--- config.mk ---
export PLATFORM = sky130hd
export DESIGN_NAME = jtag_fifo_ctrl_sync_v2
export DESIGN_NICKNAME = d
export VERILOG_FILES = /design/src/rtl/jtag_fifo_ctrl_sync_v2.sv
export SDC_FILE = /design/constraint.sdc
export NUM_CORES = 1
export LEC_CHECK = 0
export ABC_AREA = 1
export CAP_MARGIN = 20
export CORE_MARGIN = 2
export CORE_UTILIZATION = 51
export DETAILED_ROUTE_END_ITERATION = 12
export PLACE_DENSITY = 0.86
export SETUP_SLACK_MARGIN = 0.1
export SYNTH_ARGS = -nofsm -noshare
export SYNTH_HDL_FRONTEND = slang
export SYNTH_SLANG_ARGS = --single-unit
--- constraint.sdc ---
create_clock -name clk -period 5.95 [get_ports clk]
set_input_delay 0.595 -clock clk [delete_from_list [all_inputs] [get_ports clk]]
set_output_delay 0.595 -clock clk [all_outputs]
set_load 0.02 [all_outputs]
--- src/rtl/jtag_fifo_ctrl_sync_v2.sv ---
// jtag_fifo_ctrl_sync_v2: single-clock FIFO pointer/flag controller with width ratio, FWFT and sticky errors.
module jtag_fifo_ctrl_sync_v2 #(
    parameter int    c_WR_DEPTH_WIDTH   = 9,
    parameter int    c_RD_DEPTH_WIDTH   = 9,
    parameter string c_RD_MODE          = "STD",
    parameter int    c_PROG_THRESH      = 0,
    parameter int    c_ALMOST_FULL_NUM  = 508,
    parameter int    c_ALMOST_EMPTY_NUM = 4
) (
    input  logic                        clk,
    input  logic                        rst,
    input  logic                        w_en,
    output logic [c_WR_DEPTH_WIDTH-1:0] waddr,
    output logic                        ram_wr_en,
    output logic                        wfull,
    output logic                        almost_full,
    output logic [c_WR_DEPTH_WIDTH:0]   wr_water_level,
    input  logic                        r_en,
    output logic [c_RD_DEPTH_WIDTH-1:0] raddr,
    output logic                        ram_rd_en,
    output logic                        rempty,
    output logic                        almost_empty,
    output logic [c_RD_DEPTH_WIDTH:0]   rd_water_level,
    input  logic [c_WR_DEPTH_WIDTH:0]   af_level,
    input  logic [c_RD_DEPTH_WIDTH:0]   ae_level,
    input  logic                        err_clr,
    output logic                        overflow,
    output logic                        underflow
);
    localparam int W = c_WR_DEPTH_WIDTH;
    localparam int R = c_RD_DEPTH_WIDTH;
    localparam int N = (W > R) ? W : R;
    localparam int D = (W > R) ? W - R : R - W;
    localparam bit FWFT = (c_RD_MODE == "FWFT");
    localparam logic [W:0] AF_NUM = (W+1)'(c_ALMOST_FULL_NUM);
    localparam logic [R:0] AE_NUM = (R+1)'(c_ALMOST_EMPTY_NUM);

    logic [W:0] wbin, wbin_n, r_on_w, wr_lvl_n, af_thr;
    logic [R:0] rbin, rbin_n, w_on_r, core_lvl_n, rd_lvl_n, ae_thr;
    logic [N:0] wx, rx;
    logic       core_empty, out_valid, out_valid_n;

    assign waddr     = wbin[W-1:0];
    assign raddr     = rbin[R-1:0];
    assign ram_wr_en = w_en & !wfull;
    assign rempty    = FWFT ? !out_valid : core_empty;
    assign ram_rd_en = FWFT ? !core_empty & (!out_valid | r_en) : r_en & !core_empty;
    assign out_valid_n = FWFT & (ram_rd_en | (out_valid & !r_en));
    assign wbin_n    = wbin + (W+1)'(ram_wr_en);
    assign rbin_n    = rbin + (R+1)'(ram_rd_en);
    // Shallower pointer is shifted up, deeper one truncated, so partial wide words never count as readable.
    assign wx        = (N+1)'(wbin_n);
    assign rx        = (N+1)'(rbin_n);
    assign r_on_w    = (W+1)'((R > W) ? rx >> D : rx << D);
    assign w_on_r    = (R+1)'((W > R) ? wx >> D : wx << D);
    assign wr_lvl_n  = wbin_n - r_on_w;
    assign core_lvl_n = w_on_r - rbin_n;
    assign rd_lvl_n  = core_lvl_n + (R+1)'(out_valid_n);
    assign af_thr    = (c_PROG_THRESH != 0) ? af_level : AF_NUM;
    assign ae_thr    = (c_PROG_THRESH != 0) ? ae_level : AE_NUM;

    always_ff @(posedge clk) begin
        if (rst) begin
            wbin           <= '0;
            rbin           <= '0;
            out_valid      <= 1'b0;
            core_empty     <= 1'b1;
            wfull          <= 1'b0;
            almost_full    <= 1'b0;
            almost_empty   <= 1'b1;
            wr_water_level <= '0;
            rd_water_level <= '0;
            overflow       <= 1'b0;
            underflow      <= 1'b0;
        end else begin
            wbin           <= wbin_n;
            rbin           <= rbin_n;
            out_valid      <= out_valid_n;
            core_empty     <= (core_lvl_n == '0);
            wfull          <= (wr_lvl_n == {1'b1, {W{1'b0}}});
            almost_full    <= (wr_lvl_n >= af_thr);
            almost_empty   <= (rd_lvl_n <= ae_thr);
            wr_water_level <= wr_lvl_n;
            rd_water_level <= rd_lvl_n;
            overflow       <= (overflow & !err_clr) | (w_en & wfull);
            underflow      <= (underflow & !err_clr) | (r_en & rempty);
        end
    end
endmodule

# Word-level counts from Yosys, hierarchy flattened
# Index checks and enable logic that the tools add are counted.
[totals]
ff_bits = 36
inputBits = 25
wordCells = 27
[classes]
n_addsub = 3
order_cmp = 2
n_eq_ne = 1
bitwise_logic = 8
reduce_logical = 4
[ops]
columns = ["operator", "count"]
rows = [
  ["$add 10x1->10", 2],
  ["$eq 10x10->1 const B", 1],
  ["$ge 10x9->1 const B", 1],
  ["$le 10x3->1 const B", 1],
  ["$logic_not 10->1", 1],
  ["$sub 10x10->10", 1],
  ["$and 1x1->1", 6],
  ["$logic_not 1->1", 3],
  ["$or 1x1->1", 2],
]

# Logic depth before layout (Yosys ltp)
[depth]
ltp_word = 5
mapped_depth = 21
ltp_nobuf = 21

# Worst setup path before layout
# OpenSTA, ideal clock, no wires.
[synth_path]
kind = "input to register"
startpoint = "input port r_en"
endpoint = "register almost_full"
t_arrival_ns = 3.084
required_time_ns = 5.836
slack_ns = 2.752
stages = 17
cell_sequence = "inv_1 -> nor2_1 -> ha_1 -> ha_1 -> nand2_1 -> nor2_2 -> nand3_2 -> nor2_1 -> xor2_1 -> ha_1 -> a21oi_1 -> a21boi_0 -> nand2_1 -> nand3_1 -> nand2_1 -> nand2_1 -> nand2_1"
[synth_via]
elab_chain_cells = 4
[synth_lines]
columns = ["item", "line_no", "source"]
rows = [
  ["start: declaration", "18", "input logic r_en,"],
  ["$and 1x1->1", "47", "assign ram_rd_en = FWFT ? !core_empty & (!out_valid | r_en) : r_en & !core_empty;"],
  ["named net ram_rd_en", "20", "output logic ram_rd_en,"],
  ["$add 10x1->10", "50", "assign rbin_n = rbin + (R+1)'(ram_rd_en);"],
  ["$sub 10x10->10", "56", "assign wr_lvl_n = wbin_n - r_on_w;"],
  ["$ge 10x9->1", "81", "almost_full <= (wr_lvl_n >= af_thr);"],
  ["end signal: assignment", "81", ""],
  ["end: declaration", "16", "output logic almost_full,"],
]
# The timed path passes the listed nets, and every way through them passes these cells.
# A chain may end at the register's enable or synchronous reset.

# Worst setup path in the final report
[layout_path]
startpoint = "input port r_en"
endpoint = "register wfull"
[layout_via]
elab_chain_cells = 4
[layout_lines]
columns = ["item", "line_no", "source"]
rows = [
  ["$and 1x1->1", "47", ""],
  ["$add 10x1->10", "50", ""],
  ["$sub 10x10->10", "56", ""],
  ["$eq 10x10->1", "80", "wfull <= (wr_lvl_n == {1'b1, {W{1'b0}}});"],
  ["end signal: assignment", "80", ""],
  ["end: declaration", "15", "output logic wfull,"],
]
# No other way between the ends.

==> results.json <==
{
  "status": "completed",
  "root_buffer": "clkbuf_8",
  "pre_cts_ws_ps": 2060,
  "leakage_nw": 1.28,
  "viasPerCell": 5.06,
  "wl_per_cell_um": 12.1,
  "drt_drc_violations_left": 0,
  "place_congestion": 0.867,
  "crit_fanout": 6,
  "first_pass_iters": 4,
  "first_iter_violations": 83,
  "fin_crit_sh_pct": 61.2,
  "hold-worst-slack_ps": 476,
  "synth_seq_cells": 36,
  "syn-num-nets": 373,
  "cp_common_cell": "nand2_1",
  "cp.arrival_ps": 3840,
  "reg2reg_depth": 16,
  "ys_warn_count": 0,
  "core-area_sq_mm": 0.00435,
  "postCtsHoldBufs": 0,
  "tns_ps": 0,
  "grt_overflow": 0,
  "final_area_sq_mm": 0.00275,
  "rsz0062_at_grt": "no",
  "multiInputGateArea_sq_mm": 0.00119,
  "crit_cells": 18,
  "crit_type": "input port to flop",
  "r2r-end": "wfull",
  "die_area_sq_mm": 0.00510,
  "ant_nets": 0,
  "grt_pass1_wl_um": 8560,
  "numCtsBuffers": 5,
  "synth_seq_area_share_pct": 31.1,
  "layout-drive-gt1-share_pct": 11.0,
  "r2r-start": "rempty",
  "max_clock_freq_mhz": 275,
  "avgSynthCellArea_sq_um": 6.88,
  "vdd_drop_max_v": 0.000136,
  "io_buffers": 50,
  "via_count": 2103,
  "setup_viol": 0,
  "r2r_setup_slack_ps": 2770,
  "cts_tree": "done",
  "path_buf_inv": 2,
  "rows": 24,
  "clk_path_buf_depth": 2,
  "syn_area_sq_mm": 0.00232,
  "slew_violations": 0,
  "crit_end": "wfull",
  "cp-start-kind": "input port",
  "synth_top_area_share_pct": 31.1,
  "critPathMaxStageDelay_ps": 470,
  "ys_top_cells_by_area": "dfxtp_1 (31%), nand2_1 (13%), buf_4 (9.1%), inv_1 (7.4%), nor2_1 (6.5%)",
  "setup_slack_ps": 2310,
  "end_kind": "flop",
  "insertion_delay_ps": 300,
  "placed_area_sq_mm": 0.00267,
  "synthToLayoutAreaGrowth_pct": 18.7,
  "slowest_stage": "clkdlybuf4s50_1",
  "antenna_cells": 0,
  "crit_start": "r_en",
  "ctsResizeCount": 0,
  "ctsHtreeMaxLevel": 2,
  "relSlewSlack_pct": 77.2,
  "grt_max_degree": 32,
  "seq_area_sq_um": 721,
  "hold_viol": 0,
  "die_h_um": 71.4,
  "die_width_um": 71.4,
  "cts_setup_buffers": 0,
  "finalPower_mw": 0.685,
  "initial_core_util_pct": 53.2,
  "path_clk_slew_ps": 80,
  "totalWireLength_um": 5040,
  "syn_inst": 337,
  "yosysUniqueCellTypes": 31,
  "cts.sinks": 36,
  "path_cells": "clkdlybuf4s50_1, inv_1, nor2_1, ha_1, ha_1, nand2_1, nor2_2, nand3_2, nor2_1, xor2_1, ha_1, a21oi_1, a21boi_0, nand2_1, nand3_1, nand2_1, nand2_1, nor2_1",
  "io_pins": 71,
  "crit_family": "simple AND/OR/NAND/NOR gates",
  "final_nets": 399,
  "synth_top_cell_by_area": "dfxtp_1",
  "finalCriticalPeriod_ps": 3640,
  "p_per_area_mw_per_mm2": 249,
  "dp_hpwl_um": 3900,
  "fillers": 393,
  "antenna_found_initial": 0,
  "tightest_slew_ps": 340,
  "hold_class": "flop to flop",
  "crit_required_ps": 6150,
  "clock_skew_ps": 12.8,
  "cap_violations": 0,
  "grtUsageTotal_pct": 21.4,
  "grt_pass1_vias": 2057
}
metal layers:
layer	GRT usage, %	up-vias	part of all wire, %
li1	-	1065	-
met3	6.61	15	6.4
met1	23.5	971	40
met4	11.9	0	2.6
met5	0	-	0
met2	36.6	52	51
registers in the layout, indices dropped and copies added, names as in the netlist:
name,flops
rbin,10
wfull,1
rempty,1
underflow,1
wbin,10
almost_full,1
overflow,1
almost_empty,1
wr_water_level,10
kinds of logic (layout without fill, tap and decap cells):
kind of cell             Yosys count  after routing  synth area share [%]
AO/OA/AOI/OAI                     13             13                  3.24
flip-flops                        36             36                  31.1
adder cells (fa/ha/maj)           11             11                  6.26
XOR/XNOR                          11             11                  4.80
buffers and inverters             80            107                  17.5
AND/OR/NAND/NOR                  186            186                  37.1
layout by cell type, fill, tap and decap left out, types with 3 or more instances in the layout:
| master | Yosys | final |
|---|---|---|
| ha_1 | 10 | 10 |
| inv_1 | 46 | 46 |
| nand2_1 | 80 | 80 |
| a21oi_1 | 7 | 7 |
| dfxtp_1 | 36 | 36 |
| clkbuf_8 | 0 | 5 |
| nand2_2 | 16 | 16 |
| nand4_1 | 9 | 9 |
| nor2_1 | 40 | 40 |
| clkdlybuf4s50_1 | 0 | 50 |
| nand3_1 | 25 | 25 |
| nor2_2 | 6 | 6 |
| xor2_1 | 8 | 8 |
| nor3_1 | 3 | 3 |
cells in the mapped netlist:
| library cell | n |
|---|---|
| fa_1 | 1 |
| nand3b_1 | 2 |
| nand4_2 | 1 |
| nand3_2 | 2 |
| nand2_1 | 80 |
| xnor2_2 | 1 |
| nor3_1 | 3 |
| a21o_1 | 1 |
| o21ai_1 | 1 |
| a21oi_1 | 7 |
| nor2_2 | 6 |
| buf_1 | 1 |
| a21boi_0 | 1 |
| xnor2_1 | 1 |
| xor2_1 | 8 |
| inv_2 | 2 |
| nand2_2 | 16 |
| inv_1 | 46 |
| buf_4 | 28 |
| nand3_1 | 25 |
| xor2_2 | 1 |
| o21bai_1 | 2 |
| dfxtp_1 | 36 |
| ha_1 | 10 |
| nand4_1 | 9 |
| nor3_4 | 1 |
| clkbuf_1 | 2 |
| buf_2 | 1 |
| o21ai_0 | 1 |
| nand2_4 | 1 |
| nor2_1 | 40 |
worst min-delay path by stage:
stage                     startpoint   endpoint  slack [ps]  cells past startpoint
final                       overflow   overflow         480                      2
after global routing       underflow  underflow         520                      2
after CTS                   overflow   overflow         470                      2
after detailed placement    overflow   overflow         460                      2
after global placement     underflow  underflow         450                      2
after floorplan             overflow   overflow         540                      2
per-stage QoR:
stage               std cells  util (%)
finish                    416      63.2
global route              416      63.2
CTS                       416      63.2
detailed placement        408      61.2
global placement          408      61.2
floorplan                 337         -
worst reg2reg max path, cell delays in order, from the launching register on:
cell and delay (ps):
dfxtp_1 320, nor2_1 140, ha_1 340, ha_1 350
nand2_1 140, nor2_2 150, nand3_2 90, nor2_1 130
xor2_1 220, ha_1 310, a21oi_1 240, a21boi_0 210
nand2_1 80, nand3_1 70, nand2_1 100, nand2_1 130
nor2_1 70
power by group:
part	total, mW	internal [mW]	switching [mW]
sequential	0.272	0.261	0.0103
clock	0.175	0.0815	0.0935
combinational	0.239	0.102	0.137
final cells by class:
| cell class | instances | share of cell area [%] |
|---|---|---|
| clock inverters | 3 | 0.682 |
| clock buffers | 5 | 2.50 |
| multi-input cells | 221 | 43.3 |
| flip-flops and latches | 36 | 26.2 |
| inverters | 48 | 6.55 |
| well taps | 52 | 2.36 |
| repair buffers | 51 | 18.5 |
Note: power is estimated with default switching activity, not from simulation.
==> edit (same flow settings) <==
Reset style: asynchronous (`rst`), changed in one clocked block.
--- a/src/rtl/jtag_fifo_ctrl_sync_v2.sv
+++ b/src/rtl/jtag_fifo_ctrl_sync_v2.sv
@@ -59,7 +59,7 @@
     assign af_thr    = (c_PROG_THRESH != 0) ? af_level : AF_NUM;
     assign ae_thr    = (c_PROG_THRESH != 0) ? ae_level : AE_NUM;
 
-    always_ff @(posedge clk) begin
+    always_ff @(posedge clk or posedge rst) begin
         if (rst) begin
             wbin           <= '0;
             rbin           <= '0;
Behaviour: differs if rst is asserted again (counterexample within 4 cycles, from zero or initial values and one cycle with rst high); with rst held inactive, the same outputs for 10 cycles.
==> edit against the unedited design <==
Non-clock buffer count is the same. Cell count is 1.9% lower. Sequential cell count did not move. Largest cell class unchanged. Maximum frequency up 8.0%. Routed wire length fell by 5.8%. Global-route usage down 2.1 points. Area after synthesis is 8.4% higher. Worst hold slack better by 0.058 ns. First-iteration DRC count is 14% lower. Critical path type unchanged. Critical path depth down 1. Cell area up 8.8%. Worst setup slack improved by 0.27 ns.
Power is not compared: it rests on default switching activity, and its combinational part moved more than twofold at a synthesized area within 25%.
==> edit: results (changes against the unedited design) <==
Synthesis
  • Top cells by area, synth: dfrtp_1, nand2_1, buf_4 (was dfxtp_1, nand2_1, buf_4)
  • YS warnings: 0 (unchanged)
  • Top cells by instance count after synthesis: nand2_1, inv_1, dfrtp_1 (was nand2_1, inv_1, nor2_1)
  • Sequential element share of the synthesized area: 0.360 (was 0.311)
  • Synth unique cells: 31 (unchanged)
  • Synthesized area per cell: 8.10 um2 (was 6.88 um2)
  • Synth Net Count: 346 (was 373)
  • Ys async rst share: 1.00 (was 0)

Route
  • Iter 0 DRT Violations: 71 (was 83)
  • Vias per inst: 4.82 (was 5.06)
  • DRT Pass-1 Iters: 4 (unchanged)
  • Detailed Route WL: 4750 um (was 5040 um)

Clocking
  • H-tree depth: 2 (unchanged)
  • Clk root buf: clkbuf_8 (unchanged)
  • Worst-path clk slew: 0.06 ns (was 0.08 ns)
  • Clock latency at the later pin of the worst-skew pair: 0.29 ns
  • CTS Buf Count: 5 (unchanged)
  • CTS Buffer Depth: 2 (unchanged)
  • Post_cts resized: 0 (unchanged)
  • Setup Fix Bufs, Post-CTS: 0 (unchanged)

Worst setup path
  • CP peak stage delay: 0.47 ns (about the same)
  • Critical path peak fanout: 5 (was 6)
  • R2R Path Start: rempty (unchanged)
  • CP arrival: 3.58 ns (was 3.84 ns)
  • CP max-delay cell: clkdlybuf4s50_1 (unchanged)
  • Crit path launch: r_en (unchanged)
  • CP delay by family, top: simple AND/OR/NAND/NOR gates (unchanged)

Power
  • Leakage Power: 1.50 nW
  • Maximum VDD drop: 271 uV

Final layout
  • Ant. Diodes: 0 (unchanged)
  • Largest registers: rbin: 10 flops, wbin: 10 flops, wr_water_level: 10 flops (unchanged)
  • Final std cells w/o fill: 408 (was 416)
  • Layout cell share with drive strength beyond 1: 0.182 (was 0.110)
  • NumNets Final: 376 (was 399)

Hold path
  • Hold Crit Class: flip-flop to flip-flop (unchanged)
  • Hold_sp: rempty (was overflow)

Run status
  • Status: completed (unchanged)

Global routing
  • Pin count of the biggest net entering global routing: 37 (was 32)
  • GRT Util Overall: 0.193 (was 0.214)
  • Initial antenna violation count: 0 (unchanged)
  • First-pass GRT wire length: 8070 um (was 8560 um)
  • Vias in the first global route: 1910 (was 2057)

Placed design
  • Post-Place Cells: 400 (was 408)
  • Pre-CTS setup slack: 2.28 ns (was 2.06 ns)
  • Port Buf Inserts: 50 (unchanged)
  • Post-DP HPWL: 3830 um (was 3900 um)
  • Routability cong.: 0.839 (was 0.867)

STA
  • Rel. slew slack: 0.697 (was 0.772)
  • Worst Skew: 0.0130 ns (was 0.0128 ns)
[edit: layout make-up]
class,instances,area [um2]
fill,387,1730
multi-input combinational,202,1230
sequential,36,903
timing repair buffer,51,508
inverter,44,165
clock buffer,8,100
tap,67,83.8
[edit: per-layer routing]
layer	vias up	GRT usage	wire, um
met2	59	0.337	2310
met4	0	0.0970	156
met1	901	0.219	2030
met5	-	0	0
li1	992	-	-
met3	16	0.0501	243
[edit: metrics by stage]
step / instance area, um2 / hold WS (ns)
2_1_floorplan: 2510 / 0.505
3_3_place_gp: 2890 / 0.504
3_5_place_dp: 2890 / 0.532
4_1_cts: 2990 / 0.541
5_1_grt: 2990 / 0.576
6_report: 2990 / 0.534
[edit: worst paths after layout]
check	end	slack, ns	cells after the start
min in group asynchronous	wr_water_level[1]	0.72	3
max in group asynchronous	rempty	4.89	3
hold reg to reg	underflow	0.53	2
setup / recovery	wfull	2.58	17
hold / removal	underflow	0.53	2
setup reg to reg	wfull	3.02	15
[edit: kinds of logic after synthesis]
| logic type | Yosys count | synth area share |
|---|---|---|
| compound gates | 9 | 0.0204 |
| xor+xnor | 14 | 0.0518 |
| fa+ha+maj | 11 | 0.0578 |
| buf+inv | 72 | 0.149 |
| flops | 36 | 0.360 |
| simple gates | 168 | 0.361 |
[edit: tightest hold or removal path: stages, from the launching register on]
cell,delay [ns]
dfstp_2,0.37
nand2_1,0.04
o21ai_0,0.07
[edit: power by group]
part	total (mW)	internal, mW	switching (mW)
Combinational	1.16	0.450	0.710
Clock	0.189	0.106	0.0832
Sequential	0.402	0.325	0.0771
Total	1.75	0.880	0.870
